$ cat src/rtl/ysyx_23060061_ifu.sv
// Instruction fetch unit: owns the PC, issues one fetch at a time and hands each instruction downstream.
// Optional misaligned-redirect trap is enabled by defining YSYX_23060061_IFU_ALIGN_CHECK_EN.
//
// state | meaning
// IDLE  | just out of reset, request goes out next cycle
// REQ   | fetch request presented at pc, waiting for memory to accept
// WAIT  | request accepted, waiting for the response word
// OUT   | instruction held for downstream until consumed or redirected
// FAULT | misaligned redirect seen, everything parked until reset
module ysyx_23060061_ifu #(
    parameter logic [31:0] RESET_PC = 32'h80000000
) (
    input  logic        clk,
    input  logic        rst,
    output logic        mem_req_valid,
    input  logic        mem_req_ready,
    output logic [31:0] mem_req_addr,
    input  logic        mem_resp_valid,
    input  logic [31:0] mem_resp_data,
    output logic        mem_resp_ready,
    output logic        inst_valid,
    input  logic        inst_ready,
    output logic [31:0] inst,
    output logic [31:0] inst_pc,
    input  logic        redirect_valid,
    input  logic [31:0] redirect_pc,
    output logic        misalign_err
);

    localparam logic [2:0] IDLE  = 3'd0;
    localparam logic [2:0] REQ   = 3'd1;
    localparam logic [2:0] WAIT  = 3'd2;
    localparam logic [2:0] OUT   = 3'd3;
    localparam logic [2:0] FAULT = 3'd4;

    logic [2:0]  state_q, state_d;
    logic [31:0] pc_q, pc_d;
    logic [31:0] inst_q, inst_d;
    logic        stale_q, stale_d;
    logic [31:0] redirect_target;
    logic        redirect_bad;

    assign redirect_target = redirect_pc & ~32'h3;

`ifdef YSYX_23060061_IFU_ALIGN_CHECK_EN
    assign redirect_bad = redirect_valid && (redirect_pc[1:0] != 2'b00);
    assign misalign_err = (state_q == FAULT);
`else
    assign redirect_bad = 1'b0;
    assign misalign_err = 1'b0;
`endif

    // Moore outputs only: nothing downstream sees inst_ready or mem_resp_valid combinationally
    assign mem_req_valid  = (state_q == REQ);
    assign mem_req_addr   = pc_q;
    assign mem_resp_ready = (state_q == WAIT);
    assign inst_valid     = (state_q == OUT);
    assign inst           = inst_q;
    assign inst_pc        = pc_q;

    always_comb begin
        state_d = state_q;
        pc_d    = pc_q;
        inst_d  = inst_q;
        stale_d = stale_q;
        case (state_q)
            IDLE: begin
                state_d = REQ;
                if (redirect_valid) begin
                    pc_d = redirect_target;
                end
            end
            REQ: begin
                if (redirect_valid) begin
                    pc_d = redirect_target;
                    if (mem_req_ready) begin
                        stale_d = 1'b1;
                        state_d = WAIT;
                    end
                end else if (mem_req_ready) begin
                    state_d = WAIT;
                end
            end
            WAIT: begin
                if (redirect_valid) begin
                    pc_d = redirect_target;
                end
                if (mem_resp_valid) begin
                    // a response for a superseded PC is swallowed here
                    if (stale_q || redirect_valid) begin
                        stale_d = 1'b0;
                        state_d = REQ;
                    end else begin
                        inst_d  = mem_resp_data;
                        state_d = OUT;
                    end
                end else if (redirect_valid) begin
                    stale_d = 1'b1;
                end
            end
            OUT: begin
                if (redirect_valid) begin
                    pc_d    = redirect_target;
                    state_d = REQ;
                end else if (inst_ready) begin
                    pc_d    = pc_q + 32'd4;
                    state_d = REQ;
                end
            end
            FAULT: begin
                state_d = FAULT;
            end
            default: begin
                state_d = IDLE;
            end
        endcase
        if (redirect_bad) begin
            state_d = FAULT;
            pc_d    = pc_q;
            inst_d  = inst_q;
            stale_d = stale_q;
        end
    end

    always_ff @(posedge clk or posedge rst) begin
        if (rst) begin
            state_q <= IDLE;
            pc_q    <= RESET_PC;
            inst_q  <= 32'h0;
            stale_q <= 1'b0;
        end else begin
            state_q <= state_d;
            pc_q    <= pc_d;
            inst_q  <= inst_d;
            stale_q <= stale_d;
        end
    end

endmodule

$ cat config.mk
export PLATFORM = sky130hd
export DESIGN_NAME = ysyx_23060061_ifu
export DESIGN_NICKNAME = d
export VERILOG_FILES = /design/src/rtl/ysyx_23060061_ifu.sv
export SDC_FILE = /design/constraint.sdc
export NUM_CORES = 1
export LEC_CHECK = 0
export BUFFER_PORTS_ARGS = -buffer_cell sky130_fd_sc_hd__buf_2
export CAP_MARGIN = 20
export CORE_MARGIN = 2
export CORE_UTILIZATION = 50
export DETAILED_ROUTE_END_ITERATION = 10
export PLACE_DENSITY_LB_ADDON = 0.05
export SYNTH_ARGS = -nofsm -noshare
export SYNTH_HDL_FRONTEND = slang
export SYNTH_SLANG_ARGS = --single-unit
$ cat constraint.sdc
create_clock -name clk -period 5.6 [get_ports clk]
set_input_delay 0.56 -clock clk [delete_from_list [all_inputs] [get_ports clk]]
set_output_delay 0.56 -clock clk [all_outputs]
set_load 0.02 [all_outputs]
==> impl_metrics.tcl, run 1 <==
set metrics [dict create \
    min_from "mem_resp_data[27]" \
    power_density_mw_per_mm2 508 \
    post-cts-setup-buffer-count 0 \
    setup_violations 0 \
    startpoint "state_q[2]" \
    wl_per_cell_um 15.2 \
    timing.rr.start "state_q[2]" \
    yosysSeqAreaShare_pct 46.3 \
    syn_avg_cell_area_um2 9.81 \
    final_cells 591 \
    worstPathRequired_ps 5830 \
    nNetsFinal 561 \
    vias 3208 \
    hold_viol_final 0 \
    pin_count 170 \
    core_mm2 0.00687 \
    drtIter0Drc 120 \
    clk_pin_slew_worst_paths_ps 80 \
    clockBufferDepth 2 \
    clkLatencyLatePin_ps 340 \
    post_drt_via_cell_ratio 5.43 \
    maxSlewViolCount 0 \
    first_pass_iters 4 \
    num_antenna_cells 0 \
    cts_tree "built" \
    peakVddDrop_uv 303 \
    gp_congestion 0.853 \
    synth_ff_type "dfrtp_1" \
    drc 0 \
    p_leak_nw 2.19 \
    slowest_stage "nor2b_1" \
    initial_utilization_pct 52.0 \
    drt_wl_total_mm 8.99 \
    reg2reg_slack_ps 3180 \
    syn_area_mm2 0.00357 \
    cpPeakStageDelay_ps 680 \
    antenna_found_initial 0 \
    fin_skew_ps 8.39 \
    outcome "completed" \
    yosys.area.top_type_share_pct 45.5 \
    synth_edf_count 0 \
    area_delta_synth_final_pct 23.1 \
    synth_top_cells_by_count "dfrtp_1, buf_4, nand2_1, mux2_2, a21oi_1" \
    setup-tns-final_ps 0 \
    numCtsBuffers 9 \
    synth_cells 364 \
    fillers 614 \
    rsz0062_at_grt "no" \
    end_kind "register" \
    netlist-cell-type-count 48 \
    path_cells "nor2b_1, a31o_2, o21ai_0, a221o_1" \
    die-width_um 88.5 \
    grt_pass1_wl_mm 13.5 \
    postCtsResizedCells 0 \
    cp-start-kind "register" \
    dp.cells 575 \
    yosysMostFrequentCell "dfrtp_1" \
    worst_ep_arrival_time_ps 2660 \
    critPathKind "reg -> reg" \
    hold_class "in -> reg" \
    grt_overflow 0 \
    synth_area_leaders "dfrtp_1, mux2_2, buf_4" \
    grt_max_degree 67 \
    grtUsageTotal_pct 22.3 \
    antenna_left 0 \
    cts.htree.levels 3 \
    die-area_mm2 0.00784 \
    cp.buffers_inverters 0 \
    cts_sinks 66 \
    yosysTopAreaCell "dfrtp_1" \
    max-cap-violations 0 \
    worst_slew_margin_rel_pct 42.8 \
    min_period_ps 2420 \
    cts_root_buf "clkbuf_8" \
    critical-path-top-delay-family "compound AO/OA/AOI/OAI gates" \
    ys_ff_latch 66 \
    drive_gt1_share_pct 44.8 \
    grt_pass1_vias 2734 \
    ys_async_sr_fraction_pct 100 \
    port_buffers 162 \
    rows 30 \
    yosys_warnings 0 \
    worst_pin_slew_ps 857 \
    period_share_pct 43.3 \
    die_h_um 88.5 \
    fin_hold_ws_ps 437 \
    hpwl_mm 6.25 \
    path_max_fanout 30 \
    cts_hold_buf 0 \
    fmax_ghz 0.412 \
]
-- state kept, by name, summed over array words and instances, names as in the netlist --
| register | count |
|---|---|
| inst | 32 |
| inst_pc | 30 |
| stale_q | 1 |
| state_q | 3 |
-- per-layer routing --
| layer | GRT usage [%] | share of wire [%] | vias up |
|---|---|---|---|
| met5 | 0 | 0 | - |
| met4 | 5.92 | 0.78 | 0 |
| met3 | 5.41 | 8.0 | 8 |
| met2 | 34.7 | 48 | 131 |
| met1 | 31.3 | 44 | 1539 |
| li1 | - | - | 1530 |
-- power by group --
part | internal (mW) | total, mW | switching (mW)
Clock | 0.209 | 0.409 | 0.201
Combinational | 0.374 | 1.00 | 0.631
Sequential | 0.639 | 0.822 | 0.183
-- cell usage in the layout, fill, tap and decap left out, types with 5 or more instances in the layout --
cell type	n
o22ai_1	12
conb_1	5
clkbuf_8	9
nor3_1	9
a21oi_1	27
mux2_2	31
dfrtp_1	65
nand2_1	35
o21ai_0	20
buf_2	162
and4_1	5
a2bb2oi_1	7
and3_1	9
nand3_1	11
nor2_1	15
nand4_1	11
-- final timing paths --
| path | end | depth (start not counted) |
|---|---|---|
| min in group asynchronous | inst[12] | 3 |
| setup reg to reg | inst_pc[19] | 4 |
| setup / recovery | inst_pc[19] | 4 |
| hold / removal | inst[27] | 2 |
| hold reg to reg | inst[27] | 1 |
| max in group asynchronous | inst_pc[12] | 3 |
-- stage by stage --
stage               util, %  power [mW]  instance area [um^2]  worst slack (ps)
finish                 64.0        2.24                  4400              3180
global route           64.0        2.38                  4400              3030
CTS                    64.0        2.25                  4400              3200
detailed placement     61.1        1.84                  4200              2970
global placement       61.1        1.82                  4200              2940
floorplan                 -        1.60                  3590              3390
-- cells by family (layout without fill, tap and decap cells) --
logic type,Yosys count,count (layout),share of synthesized area (%)
AOI/OAI and AO/OA,84,84,14.5
other,1,5,0.105
and+or+nand+nor,121,121,17.9
DFF,66,66,46.3
adders and majority gates,1,1,0.350
muxes,34,34,10.6
buffers and inverters,57,184,10.2
-- layout make-up --
cell class	instances	area, um^2	share of cell area [%]
inverter	2	7.51	0.171
clock buffer	9	124	2.82
sequential	66	1650	37.6
multi-input combinational	245	1580	35.8
tap	96	120	2.73
clock inverter	7	76.3	1.74
timing repair buffer	166	841	19.1
-- worst reg2reg max path, cell delays in order, from the launching register on --
cell	delay (ps)
dfrtp_1	470
nor2b_1	680
a31o_2	630
o21ai_0	220
a221o_1	330
No activity file was read; power rests on OpenSTA's default activity.
==> inputs of run 2 (changes only) <==
Settings changed: CORE_UTILIZATION 50 to 47.
Clock period 5.6 ns to 2.55 ns, I/O delays scaled along.
==> impl_metrics.tcl, run 2 (synthesized netlist as in run 1, its figures left out) <==
set metrics [dict create \
    worst_pin_slew_ps 597 \
    path_max_fanout 17 \
    setup_violations 0 \
    drive_gt1_share_pct 45.1 \
    fin_hold_ws_ps 138 \
    outcome "completed" \
    antenna_left 0 \
    clkLatencyLatePin_ps 330 \
    cts_sinks 66 \
    hpwl_mm 6.66 \
    die-width_um 91.2 \
    post-cts-setup-buffer-count 0 \
    drc 0 \
    die-area_mm2 0.00831 \
    antenna_found_initial 0 \
    reg2reg_slack_ps 600 \
    cp-start-kind "register" \
    post_drt_via_cell_ratio 5.39 \
    min_period_ps 1950 \
    first_pass_iters 4 \
    worst_slew_margin_rel_pct 60.2 \
    min_from "redirect_pc[2]" \
    vias 3231 \
    num_antenna_cells 0 \
    port_buffers 162 \
    pre_cts_ws_ps 633 \
    hold_class "in -> reg" \
    postCtsResizedCells 0 \
    seqCellArea_mm2 0.00165 \
    area_delta_synth_final_pct 25.6 \
    gp_congestion 0.807 \
    initial_utilization_pct 49.0 \
    reg2reg_depth 4 \
    hold_viol_final 0 \
    clk_pin_slew_worst_paths_ps 80 \
    fillers 678 \
    setup_ws_ps 600 \
    setup-tns-final_ps 0 \
    cts_tree "built" \
    wl_per_cell_um 15.3 \
    grt_pass1_vias 2914 \
    grtUsageTotal_pct 21.8 \
    numCtsBuffers 9 \
    clockBufferDepth 2 \
    pin_count 170 \
    crit_path_end "inst_pc[19]" \
    fin_skew_ps 6.76 \
    layout_commonest_cell "buf_2" \
    largest_register_ffs 32 \
    rsz0062_at_grt "no" \
    period_share_pct 76.5 \
    grt_max_degree 41 \
    critPathKind "reg -> reg" \
    nNetsFinal 567 \
    rows 31 \
    worst_ep_arrival_time_ps 2170 \
    startpoint "state_q[2]" \
    fmax_ghz 0.513 \
    core_mm2 0.00729 \
    cts.htree.levels 3 \
    drt_wl_total_mm 9.16 \
    rr_endpoint "inst_pc[19]" \
    multi_input_area_mm2 0.00158 \
    cts_root_buf "clkbuf_8" \
    fin_util_pct 61.5 \
    grt_overflow 0 \
    peakVddDrop_uv 551 \
    p_leak_nw 2.24 \
    die_h_um 91.2 \
    worstPathRequired_ps 2770 \
    timing.rr.start "state_q[2]" \
    grt_pass1_wl_mm 14.6 \
    end_kind "register" \
    drtIter0Drc 111 \
    power_density_mw_per_mm2 1120 \
    max-cap-violations 0 \
    mostFrequentLayoutCells "buf_2, dfrtp_1, nand2_1, mux2_2, a21oi_1" \
    maxSlewViolCount 0 \
]
==> run 2: worst min-delay path by stage <==
stage	slack, ps	cells past startpoint	to
after global routing	140	2	inst[13]
after global placement	360	2	inst[13]
final	140	3	inst_pc[2]
after detailed placement	360	2	inst[12]
after CTS	120	3	inst_pc[2]
after floorplan	370	2	inst_pc[29]
==> run 2: area by class of cell <==
type,count,area share (%)
Multi-Input combinational cell,245,35.1
Timing Repair Buffer,172,20.1
Tap cell,99,2.76
Clock inverter,5,1.90
Inverter,2,0.167
Sequential cell,66,36.8
Clock buffer,11,3.15
==> run 2: timing repair <==
action                                 in CTS  in global routing
setup endpoints to repair                   0                  0
endpoints found under the hold margin      26                  0
hold buffers                                1                  0
==> run 2: critical path, stage by stage (launching register included) <==
cell,delay [ps]
dfrtp_1,450
nor2b_1,490
a31o_2,400
o21ai_0,180
a221o_1,320
==> run 2: through the flow <==
stage,area [um^2],cells,power [mW]
floorplan,3590,368,3.51
global placement,4250,583,4.03
detailed placement,4250,583,4.08
CTS,4490,600,5.09
global route,4490,600,5.36
finish,4490,600,5.05
==> run 2: per-layer routing <==
layer | up-vias | share of wire, % | GRT usage, %
li1 | 1551 | - | -
met1 | 1554 | 45 | 30.4
met2 | 120 | 48 | 35.4
met3 | 6 | 6.8 | 3.82
met4 | 0 | 0.51 | 5.68
met5 | - | 0 | 0
==> run 2: power by group <==
part / internal, mW / switching (mW) / total, mW
sequential: 1.40 / 0.407 / 1.81
combinational: 0.841 / 1.39 / 2.23
clock: 0.585 / 0.416 / 1.00
total: 2.83 / 2.22 / 5.05
